==> config.mk <==
export PLATFORM = sky130hd
export DESIGN_NAME = i2c_target_regs_flat
export DESIGN_NICKNAME = d
export VERILOG_FILES = /design/src/rtl/i2c_pkg.sv /design/src/rtl/i2c_target_regs_if.sv /design/src/rtl/i2c_filter.sv /design/src/rtl/i2c_target_regs.sv /design/src/flat_wrapper.sv
export SDC_FILE = /design/constraint.sdc
export NUM_CORES = 1
export LEC_CHECK = 0
export BUFFER_PORTS_ARGS = -buffer_cell sky130_fd_sc_hd__buf_2
export CAP_MARGIN = 20
export CORE_MARGIN = 2
export CORE_UTILIZATION = 25
export DETAILED_ROUTE_END_ITERATION = 7
export PLACE_DENSITY = 0.41
export SETUP_SLACK_MARGIN = 0.5
export SYNTH_ARGS = -nofsm -noshare
export SYNTH_HDL_FRONTEND = slang
export SYNTH_SLANG_ARGS = --single-unit
==> constraint.sdc <==
create_clock -name clk -period 5.7 [get_ports clk]
set_input_delay 0.855 -clock clk [delete_from_list [all_inputs] [get_ports clk]]
set_output_delay 0.855 -clock clk [all_outputs]
set_load 0.03 [all_outputs]
==> src/rtl/i2c_pkg.sv <==
// Shared types and constants for the I2C target register front-end.
package i2c_pkg;

  localparam logic [6:0] I2C_DEFAULT_ADDR = 7'h70;
  localparam logic       I2C_ACK          = 1'b0;
  localparam logic       I2C_NAK          = 1'b1;

  typedef enum logic [3:0] {
    ST_IDLE,
    ST_ADDR,
    ST_ADDR_ACK,
    ST_SUB,
    ST_SUB_ACK,
    ST_WDATA,
    ST_WDATA_ACK,
    ST_RDATA,
    ST_RDATA_ACK,
    ST_WAIT_STOP
  } state_e;

endpackage

==> src/rtl/i2c_target_regs_if.sv <==
// Register-file side of the I2C target: write strobes and read fetches.
interface i2c_target_regs_if #(
  parameter int AW = 4
);
  logic          wr_en;
  logic [AW-1:0] wr_addr;
  logic [7:0]    wr_data;
  logic [AW-1:0] rd_addr;
  logic [7:0]    rd_data;
  logic          rd_strobe;

  modport master (
    output wr_en, wr_addr, wr_data, rd_addr, rd_strobe,
    input  rd_data
  );

  modport slave (
    input  wr_en, wr_addr, wr_data, rd_addr, rd_strobe,
    output rd_data
  );
endinterface

==> src/rtl/i2c_filter.sv <==
// Two-flop synchroniser plus run-length glitch filter with edge pulses.
// Edge pulses are asserted in the same cycle the filtered level takes its new value.
module i2c_filter #(
  parameter int FILTER_LEN = 3
) (
  input  logic clk,
  input  logic rst,
  input  logic raw_i,
  output logic level_o,
  output logic rise_o,
  output logic fall_o
);

  localparam int CW = (FILTER_LEN > 1) ? $clog2(FILTER_LEN) : 1;

  logic [1:0]    sync_q;
  logic [CW-1:0] cnt_q, cnt_d;
  logic          level_q, level_d;
  logic          rise_q, fall_q;

  // cnt_q counts consecutive synchronised samples that disagree with the level.
  always_comb begin
    // NOTE: every always_comb output gets a default first so no path infers a latch.
    level_d = level_q;
    cnt_d   = '0;
    if (sync_q[1] != level_q) begin
      if (cnt_q == CW'(FILTER_LEN - 1)) level_d = sync_q[1];
      else                              cnt_d   = cnt_q + 1'b1;
    end
  end

  // NOTE: state uses non-blocking assignments so all flops update from pre-edge values.
  always_ff @(posedge clk) begin
    if (rst) begin
      sync_q  <= 2'b11;
      cnt_q   <= '0;
      level_q <= 1'b1;
      rise_q  <= 1'b0;
      fall_q  <= 1'b0;
    end else begin
      sync_q  <= {sync_q[0], raw_i};
      cnt_q   <= cnt_d;
      level_q <= level_d;
      rise_q  <= level_d & ~level_q;
      fall_q  <= ~level_d & level_q;
    end
  end

  assign level_o = level_q;
  assign rise_o  = rise_q;
  assign fall_o  = fall_q;

endmodule

==> src/rtl/i2c_target_regs.sv <==
// I2C target turning bus transactions into register writes and read fetches,
// with sub-address auto-increment/wrap and repeated-start support.
module i2c_target_regs
  import i2c_pkg::*;
#(
  parameter logic [6:0] I2C_ADDR   = I2C_DEFAULT_ADDR,
  parameter int         NUM_REGS   = 16,
  parameter int         FILTER_LEN = 3,
  parameter int         AUTO_INC   = 1
) (
  input  logic                      clk,
  input  logic                      rst,
  input  logic                      scl_in,
  input  logic                      sda_in,
  output logic                      sda_oe,
  output logic                      busy,
  i2c_target_regs_if.master         regs
);

  localparam int AW = ($clog2(NUM_REGS) > 1) ? $clog2(NUM_REGS) : 1;

  logic scl_lvl, scl_rise, scl_fall;
  logic sda_lvl, sda_rise, sda_fall;

  i2c_filter #(.FILTER_LEN(FILTER_LEN)) u_scl_filter (
    .clk    (clk),
    .rst    (rst),
    .raw_i  (scl_in),
    .level_o(scl_lvl),
    .rise_o (scl_rise),
    .fall_o (scl_fall)
  );

  i2c_filter #(.FILTER_LEN(FILTER_LEN)) u_sda_filter (
    .clk    (clk),
    .rst    (rst),
    .raw_i  (sda_in),
    .level_o(sda_lvl),
    .rise_o (sda_rise),
    .fall_o (sda_fall)
  );

  state_e        state_q, state_d;
  logic [2:0]    bit_cnt_q, bit_cnt_d;
  logic [7:0]    shift_q, shift_d;
  logic [AW-1:0] sub_q, sub_d;
  logic [AW-1:0] wr_addr_q, wr_addr_d;
  logic [7:0]    wr_data_q, wr_data_d;
  logic          wr_en_q, wr_en_d;
  logic          rw_q, rw_d;
  logic          ack_phase_q, ack_phase_d;
  logic          rd_load_q, rd_load_d;
  logic          busy_q, busy_d;
  logic          sda_oe_q, sda_oe_d;
  logic          rd_strobe;
  logic          start_det, stop_det;
  logic [7:0]    rx_byte;

  assign start_det = sda_fall & scl_lvl;
  assign stop_det  = sda_rise & scl_lvl;
  assign rx_byte   = {shift_q[6:0], sda_lvl};

  function automatic logic [AW-1:0] next_sub(input logic [AW-1:0] s);
    return (s == AW'(NUM_REGS - 1)) ? '0 : s + 1'b1;
  endfunction

  always_ff @(posedge clk) begin
    if (rst) begin
      state_q     <= ST_IDLE;
      bit_cnt_q   <= '0;
      shift_q     <= '0;
      sub_q       <= '0;
      wr_addr_q   <= '0;
      wr_data_q   <= '0;
      wr_en_q     <= 1'b0;
      rw_q        <= 1'b0;
      ack_phase_q <= 1'b0;
      rd_load_q   <= 1'b0;
      busy_q      <= 1'b0;
      sda_oe_q    <= 1'b0;
    end else begin
      state_q     <= state_d;
      bit_cnt_q   <= bit_cnt_d;
      shift_q     <= shift_d;
      sub_q       <= sub_d;
      wr_addr_q   <= wr_addr_d;
      wr_data_q   <= wr_data_d;
      wr_en_q     <= wr_en_d;
      rw_q        <= rw_d;
      ack_phase_q <= ack_phase_d;
      rd_load_q   <= rd_load_d;
      busy_q      <= busy_d;
      sda_oe_q    <= sda_oe_d;
    end
  end

  // ACK states see two SCL falls: the first drives the ACK, the second ends it.
  always_comb begin
    state_d     = state_q;
    bit_cnt_d   = bit_cnt_q;
    shift_d     = shift_q;
    sub_d       = sub_q;
    wr_addr_d   = wr_addr_q;
    wr_data_d   = wr_data_q;
    wr_en_d     = 1'b0;
    rw_d        = rw_q;
    ack_phase_d = ack_phase_q;
    rd_load_d   = rd_load_q;
    busy_d      = busy_q;
    sda_oe_d    = sda_oe_q;
    rd_strobe   = 1'b0;

    if (start_det) begin
      state_d     = ST_ADDR;
      bit_cnt_d   = '0;
      sda_oe_d    = 1'b0;
      ack_phase_d = 1'b0;
      rd_load_d   = 1'b0;
    end else if (stop_det) begin
      state_d     = ST_IDLE;
      busy_d      = 1'b0;
      sda_oe_d    = 1'b0;
      ack_phase_d = 1'b0;
      rd_load_d   = 1'b0;
    end else begin
      unique case (state_q)
        ST_ADDR: if (scl_rise) begin
          shift_d   = rx_byte;
          bit_cnt_d = bit_cnt_q + 3'd1;
          if (bit_cnt_q == 3'd7) begin
            if (rx_byte[7:1] == I2C_ADDR) begin
              busy_d      = 1'b1;
              rw_d        = rx_byte[0];
              ack_phase_d = 1'b0;
              state_d     = ST_ADDR_ACK;
            end else begin
              busy_d  = 1'b0;
              state_d = ST_WAIT_STOP;
            end
          end
        end

        ST_ADDR_ACK: if (scl_fall) begin
          if (!ack_phase_q) begin
            sda_oe_d    = ~I2C_ACK;
            ack_phase_d = 1'b1;
          end else begin
            ack_phase_d = 1'b0;
            bit_cnt_d   = '0;
            if (rw_q) begin
              rd_strobe = 1'b1;
              shift_d   = regs.rd_data;
              sda_oe_d  = ~regs.rd_data[7];
              state_d   = ST_RDATA;
            end else begin
              sda_oe_d = 1'b0;
              state_d  = ST_SUB;
            end
          end
        end

        ST_SUB: if (scl_rise) begin
          shift_d   = rx_byte;
          bit_cnt_d = bit_cnt_q + 3'd1;
          if (bit_cnt_q == 3'd7) begin
            if ({1'b0, rx_byte} < 9'(NUM_REGS)) begin
              sub_d       = rx_byte[AW-1:0];
              ack_phase_d = 1'b0;
              state_d     = ST_SUB_ACK;
            end else begin
              busy_d  = 1'b0;
              state_d = ST_WAIT_STOP;
            end
          end
        end

        ST_SUB_ACK: if (scl_fall) begin
          if (!ack_phase_q) begin
            sda_oe_d    = ~I2C_ACK;
            ack_phase_d = 1'b1;
          end else begin
            sda_oe_d    = 1'b0;
            ack_phase_d = 1'b0;
            bit_cnt_d   = '0;
            state_d     = ST_WDATA;
          end
        end

        ST_WDATA: if (scl_rise) begin
          shift_d   = rx_byte;
          bit_cnt_d = bit_cnt_q + 3'd1;
          if (bit_cnt_q == 3'd7) begin
            wr_en_d     = 1'b1;
            wr_addr_d   = sub_q;
            wr_data_d   = rx_byte;
            ack_phase_d = 1'b0;
            state_d     = ST_WDATA_ACK;
          end
        end

        ST_WDATA_ACK: if (scl_fall) begin
          if (!ack_phase_q) begin
            sda_oe_d    = ~I2C_ACK;
            ack_phase_d = 1'b1;
          end else begin
            sda_oe_d    = 1'b0;
            ack_phase_d = 1'b0;
            bit_cnt_d   = '0;
            if (AUTO_INC != 0) sub_d = next_sub(sub_q);
            state_d     = ST_WDATA;
          end
        end

        // Shift register rotates so the next bit to drive always sits in bit 6.
        ST_RDATA: begin
          if (scl_fall) begin
            if (rd_load_q) begin
              rd_strobe = 1'b1;
              shift_d   = regs.rd_data;
              sda_oe_d  = ~regs.rd_data[7];
              rd_load_d = 1'b0;
            end else begin
              shift_d  = {shift_q[6:0], shift_q[7]};
              sda_oe_d = ~shift_q[6];
            end
          end else if (scl_rise) begin
            bit_cnt_d = bit_cnt_q + 3'd1;
            if (bit_cnt_q == 3'd7) begin
              ack_phase_d = 1'b0;
              state_d     = ST_RDATA_ACK;
            end
          end
        end

        ST_RDATA_ACK: begin
          if (scl_fall && !ack_phase_q) begin
            sda_oe_d    = 1'b0;
            ack_phase_d = 1'b1;
          end else if (scl_rise && ack_phase_q) begin
            ack_phase_d = 1'b0;
            if (sda_lvl == I2C_NAK) begin
              busy_d  = 1'b0;
              state_d = ST_WAIT_STOP;
            end else begin
              if (AUTO_INC != 0) sub_d = next_sub(sub_q);
              rd_load_d = 1'b1;
              bit_cnt_d = '0;
              state_d   = ST_RDATA;
            end
          end
        end

        default: ;
      endcase
    end
  end

  assign sda_oe         = sda_oe_q;
  assign busy           = busy_q;
  assign regs.wr_en     = wr_en_q;
  assign regs.wr_addr   = wr_addr_q;
  assign regs.wr_data   = wr_data_q;
  assign regs.rd_addr   = sub_q;
  assign regs.rd_strobe = rd_strobe & ~rst;

endmodule

==> src/flat_wrapper.sv <==
// flat-port wrapper written by rule: the top's interface ports become plain ports
module i2c_target_regs_flat import i2c_pkg::*;
#(
  parameter logic [6:0] I2C_ADDR   = I2C_DEFAULT_ADDR,
  parameter int         NUM_REGS   = 16,
  parameter int         FILTER_LEN = 3,
  parameter int         AUTO_INC   = 1
)
  (clk, rst, scl_in, sda_in, sda_oe, busy, regs_wr_en, regs_wr_addr, regs_wr_data, regs_rd_addr, regs_rd_strobe, regs_rd_data);
  i2c_target_regs_if #(.AW((4))) regs_i ();
  input  logic clk;
  input  logic rst;
  input  logic scl_in;
  input  logic sda_in;
  output logic sda_oe;
  output logic busy;
  output wire logic [$bits(regs_i.wr_en)-1:0] regs_wr_en;
  output wire logic [$bits(regs_i.wr_addr)-1:0] regs_wr_addr;
  output wire logic [$bits(regs_i.wr_data)-1:0] regs_wr_data;
  output wire logic [$bits(regs_i.rd_addr)-1:0] regs_rd_addr;
  output wire logic [$bits(regs_i.rd_strobe)-1:0] regs_rd_strobe;
  input wire logic [$bits(regs_i.rd_data)-1:0] regs_rd_data;
  assign regs_wr_en = regs_i.wr_en;
  assign regs_wr_addr = regs_i.wr_addr;
  assign regs_wr_data = regs_i.wr_data;
  assign regs_rd_addr = regs_i.rd_addr;
  assign regs_rd_strobe = regs_i.rd_strobe;
  assign regs_i.rd_data = regs_rd_data;
  i2c_target_regs #(.I2C_ADDR(I2C_ADDR), .NUM_REGS(NUM_REGS), .FILTER_LEN(FILTER_LEN), .AUTO_INC(AUTO_INC)) u_core (.clk(clk), .rst(rst), .scl_in(scl_in), .sda_in(sda_in), .sda_oe(sda_oe), .busy(busy), .regs(regs_i));
endmodule
======== After elaboration in Yosys (flattened, before gate mapping) ========
Cells that the tools add are included.
storage, ports and cells
  register bits ........................... 51
  latch bits .............................. 0
  bits in writable memories ............... 0
  bits in read-only memories .............. 0
  bits of input ports ..................... 12
  output and inout bits ................... 20
  word-level logic and storage cells ...... 241
  memories kept ........................... 0
operators by class
  add/subtract/negate cells ............... 4
  multipliers ............................. 0
  divide/modulo/power cells ............... 0
  order comparisons ....................... 1
  equal/unequal tests ..................... 65
  shifts and indexed selects .............. 0
  multiplexer cells ....................... 97
  bitwise logic cells ..................... 20
  reduce and logical (&&, ||, !) cells .... 31
operators with widths
  kind                  number
  $mux W4               27
  $mux W8               6
  $mux W1               47
  $ne A2 B1 Y1 const B  16
  $ne A4 B1 Y1 const B  8
  $reduce_and A16 Y1    2
  $ne A4 B2 Y1 const B  7
  $pmux W4 S7           1
  $mux W3               8
  $pmux W8 S3           1
  $ne A2 B2 Y1 const B  10
  $reduce_and A10 Y1    2
  $eq A4 B3 Y1 const B  4
  $reduce_and A8 Y1     2
  $ne A3 B2 Y1 const B  5
  $reduce_and A5 Y1     3
  $reduce_or A3 Y1      5
  $not A1 Y1            13
  $ne A3 B1 Y1 const B  4
  $pmux W3 S4           1
  $pmux W4 S3           1
  $reduce_bool A4 Y1    3
  $reduce_and A11 Y1    1
  $reduce_bool A9 Y1    1
  25 further kinds      40

======== Logic depth before layout (Yosys ltp) ========
  depth after elaboration ................. 7
  gate-level depth with buffers ........... 9

======== By module ========
Synthesis repeated with hierarchy kept, for this count alone.
unflattened totals
  cells, all modules ...................... 304
  area, all modules ....................... 2844.0 µm²
modules (own cells, without submodules)
  module           times used  cells each  area each (µm²)  sequential area each (µm²)
  i2c_target_regs  1           268         2381.0           740.7
  i2c_filter       2           18          231.5            140.1

======== Worst setup path before layout ========
No wires, ideal clock.
  path kind ............................... input to output
  start ................................... input rst
  end ..................................... output regs_rd_strobe
  arrival ................................. 1.913 ns
  required time ........................... 4.845 ns
  setup slack ............................. 2.932 ns
  stages on the path ...................... 4
  cell sequence ........................... clkbuf_1 -> inv_1 -> nand2_1 -> nor3_1
between the ends
  cells in the longest elaborated chain, start to end .. 2
RTL lines
  element        RTL line                text
  from (decl)    flat_wrapper.sv:12      input logic rst;
  $not A1 Y1     i2c_target_regs.sv:264  assign regs.rd_strobe = rd_strobe & ~rst;
  $and A1 B1 Y1  i2c_target_regs.sv:264
  to (decl)      flat_wrapper.sv:21      output wire logic [$bits(regs_i.rd_strobe)-1:0] regs_rd_strobe;
No other way between the ends.

======== Worst setup path in the final report ========
  start ................................... register u_core.state_q[1]
  end ..................................... output regs_rd_strobe
between the ends
  cells in the longest elaborated chain, start to end .. 5
  elaborated cells between the ends (all ways) .. 6
RTL lines
  element                                       RTL line                text
  from (decl)                                   i2c_target_regs.sv:43   state_e state_q, state_d;
  from (signal assigned)                        i2c_target_regs.sv:82   state_q <= state_d;
  $eq A4 B3 Y1 or $eq A4 B2 Y1 (tied branches)  i2c_target_regs.sv:126  unique case (state_q)
  $pmux W1 S2 (*)                               i2c_target_regs.sv:126
  $mux W1 (*)                                   i2c_target_regs.sv:119  end else if (stop_det) begin
  $mux W1 (*)                                   i2c_target_regs.sv:113  if (start_det) begin
  $and A1 B1 Y1 (*)                             i2c_target_regs.sv:264
Every way passes the cells marked *; elsewhere a longest branch is shown, timed or not.

==> reports/metrics.yaml <==
outcome:
  status: "finished, final reports clean"
final_layout:
  utilization_pct: 29.2
  antennaDiodeCount: 0
  final_area_mm2: 0.00304
  nNetsFinal: 356
  areaGrowthSynthToFinish_pct: 12.8
  layout-drive-gt1-share_pct: 15.0
synthesis:
  synth_area_mm2: 0.00270
  yosysMostFrequentCell: "dfxtp_1"
  synthesis.nets: 342
  syn_area_per_cell_um2: 8.30
  synth_commonest_cells: "51 x dfxtp_1, 38 x nor2_1, 29 x a21oi_1"
  ys_async_sr_fraction_pct: 0
  synth.largest_area_cell: "dfxtp_1"
  synth_edf_count: 0
  netlist_instances: 325
  synth_top_area_share_pct: 37.9
  ys_seq_elements: 51
  synth.distinct_cells: 56
  synth-main-ff-cell: "dfxtp_1"
  yosys_warnings: 0
  yosysSeqAreaShare_pct: 37.9
  synth.area.top_cells: "dfxtp_1 38%, mux2i_1 8.2%, a21oi_1 5.4%, nor2_1 5.3%, nand2_1 3.1%"
timing:
  finalClockSkew_ns: 0.0123
  setup_tns_ns: 0
  period_minus_slack_ns: 3.06
  rsz0062_at_grt: "no"
  min_period_over_period_pct: 53.7
  setup_ws_ns: 2.64
  fmax_ghz: 0.327
  report.final.hold_viol_count: 0
  report.final.slew_viol_count: 0
  setup_viol: 0
  worst_slew_pin_slew_ns: 0.996
  slew_headroom_pct: 33.5
worst_setup_path:
  critPathCaptureType: "primary output"
  crit_buf_inv: 1
  cp_slowest_stage_delay_ns: 0.99
  cp-start-kind: "flip-flop"
  crit_path_cell_trace: "and4b_1, a22oi_1, nor3_1, buf_2"
  crit_fanout: 31
  reg2reg_slack_ns: 2.90
  worst_ep_arrival_time_ns: 2.20
  critical_path_class: "reg2out"
  cp_top_family: "flip-flops"
  crit_required_ns: 4.85
  critPathSlowestCell: "dfxtp_1"
die:
  die-area_mm2: 0.0116
  rows: 37
  initial_utilization_pct: 25.9
  boundaryPins: 32
  core_mm2: 0.0104
  die_y_um: 108
  die_w_um: 108
cts:
  cts_hold_buffers: 0
  cts_resized: 0
  cts_sinks: 51
  clkTransAtPathRegs_ns: 0.09
  cts_buffers: 5
  clk_latency_ns: 0.30
  cts_tree: "done"
  post_cts_buffers: 0
  root_buffer: "clkbuf_8"
  h-tree-depth: 2
  cts_buffer_depth: 2
global_route:
  antenna_found_initial: 0
  overflow: 0
  grt_pass1_wl_um: 11600
  grt_pass1_vias: 2264
  grt_usage_pct: 12.5
  grt_max_degree: 38
pwr:
  p_per_area_mw_per_mm2: 233
  irDropWorstVdd_uv: 103
  p_leak_uw: 0.00121
job:
  max-cap-violations: 0
routing:
  dr.pass1.iters: 4
  ant_nets: 0
  vias: 2346
  drtIter0Drc: 119
  wl_per_cell_um: 14.6
  drc: 0
  wl_um: 6950
  vias_per_cell: 4.93
min_path:
  hold_path.class: "reg2reg"
placed_design:
  placedInstanceArea_mm2: 0.00292
  pre_cts_ws_ns: 2.67
  port_buffers: 31
  dpl.hpwl_um: 4850
  gp_congestion: 0.800
==> cell families after synthesis <==
kind of cell	after synthesis	synth area share, %
fa+ha+maj	5	2.32
xor+xnor	2	0.650
compound gates	85	20.1
buf+inv	36	5.43
simple gates	122	24.6
mux	24	9.00
flops	51	37.9
==> flip-flops by register name, indices dropped and copies added (netlist names), 2 cells and up <==
signal and count:
u_core.u_sda_filter.cnt_q 2, u_core.regs.rd_addr 4, u_core.u_sda_filter.sync_q 2, u_core.state_q 4, u_core.u_scl_filter.sync_q 2, u_core.regs.wr_addr 4, u_core.regs.wr_data 8, u_core.shift_q 8
u_core.bit_cnt_q 3, u_core.u_scl_filter.cnt_q 2
==> cell usage in the layout (no fill, tap or decap), drive strengths merged, types with 3 or more instances in the layout <==
cell type	Yosys	routed
a211oi	3	3
a21oi	29	29
a311oi	3	3
a31oi	4	4
buf	10	32
clkbuf	15	6
dfxtp	51	51
ha	5	5
inv	11	11
mux2i	22	22
nand2	22	22
nand2b	5	5
nand3	4	4
nand4	4	4
nor2	38	38
nor2b	4	4
nor3	7	7
nor4	4	4
nor4bb	3	3
o211ai	6	6
o21a	3	3
o21ai	16	16
o22ai	7	7
or2	4	4
or3	10	10
or3b	3	3
==> layer usage <==
metal / vias up / GRT usage, % / part of all wire, %
met5: - / 0 / 0
met4: 0 / 2.93 / 0.69
met3: 4 / 2.36 / 2.9
met2: 38 / 19.0 / 45
met1: 1100 / 18.1 / 51
li1: 1204 / - / -
==> cell type report <==
cell class                      instances  area, um^2
Sequential cell                        51        1020
Inverter                               11        41.3
Clock buffer                            6        82.6
Multi-Input combinational cell        238        1530
Timing Repair Buffer                   32         163
Clock inverter                          2        35.0
Tap cell                              136         170
Fill cell                            1158        7370
==> per-stage QoR <==
stage / hold WS (ns) / total power [uW] / std cells
after global placement: 0.394 / 457 / 467
after CTS: 0.419 / 723 / 475
after detailed placement: 0.397 / 456 / 467
after global routing: 0.434 / 748 / 476
after floorplan: 0.389 / 439 / 325
final: 0.413 / 710 / 476
==> report_power, final <==
| part | leakage (uW) | internal (uW) | switching [uW] |
|---|---|---|---|
| Clock | 0.0000612 | 142 | 120 |
| Combinational | 0.000737 | 28.9 | 39.7 |
| Sequential | 0.000412 | 360 | 18.7 |
==> path summary, 6_finish.rpt <==
kind | end | cells after the start | start
hold / removal | u_core.u_scl_filter.cnt_q[0] | 1 | u_core.u_scl_filter.cnt_q[0]
hold reg to reg | u_core.u_scl_filter.cnt_q[0] | 1 | u_core.u_scl_filter.cnt_q[0]
setup / recovery | regs_rd_strobe | 4 | u_core.state_q[1]
setup reg to reg | u_core.state_q[1] | 5 | u_core.state_q[1]
No activity file was read; power rests on OpenSTA's default activity.
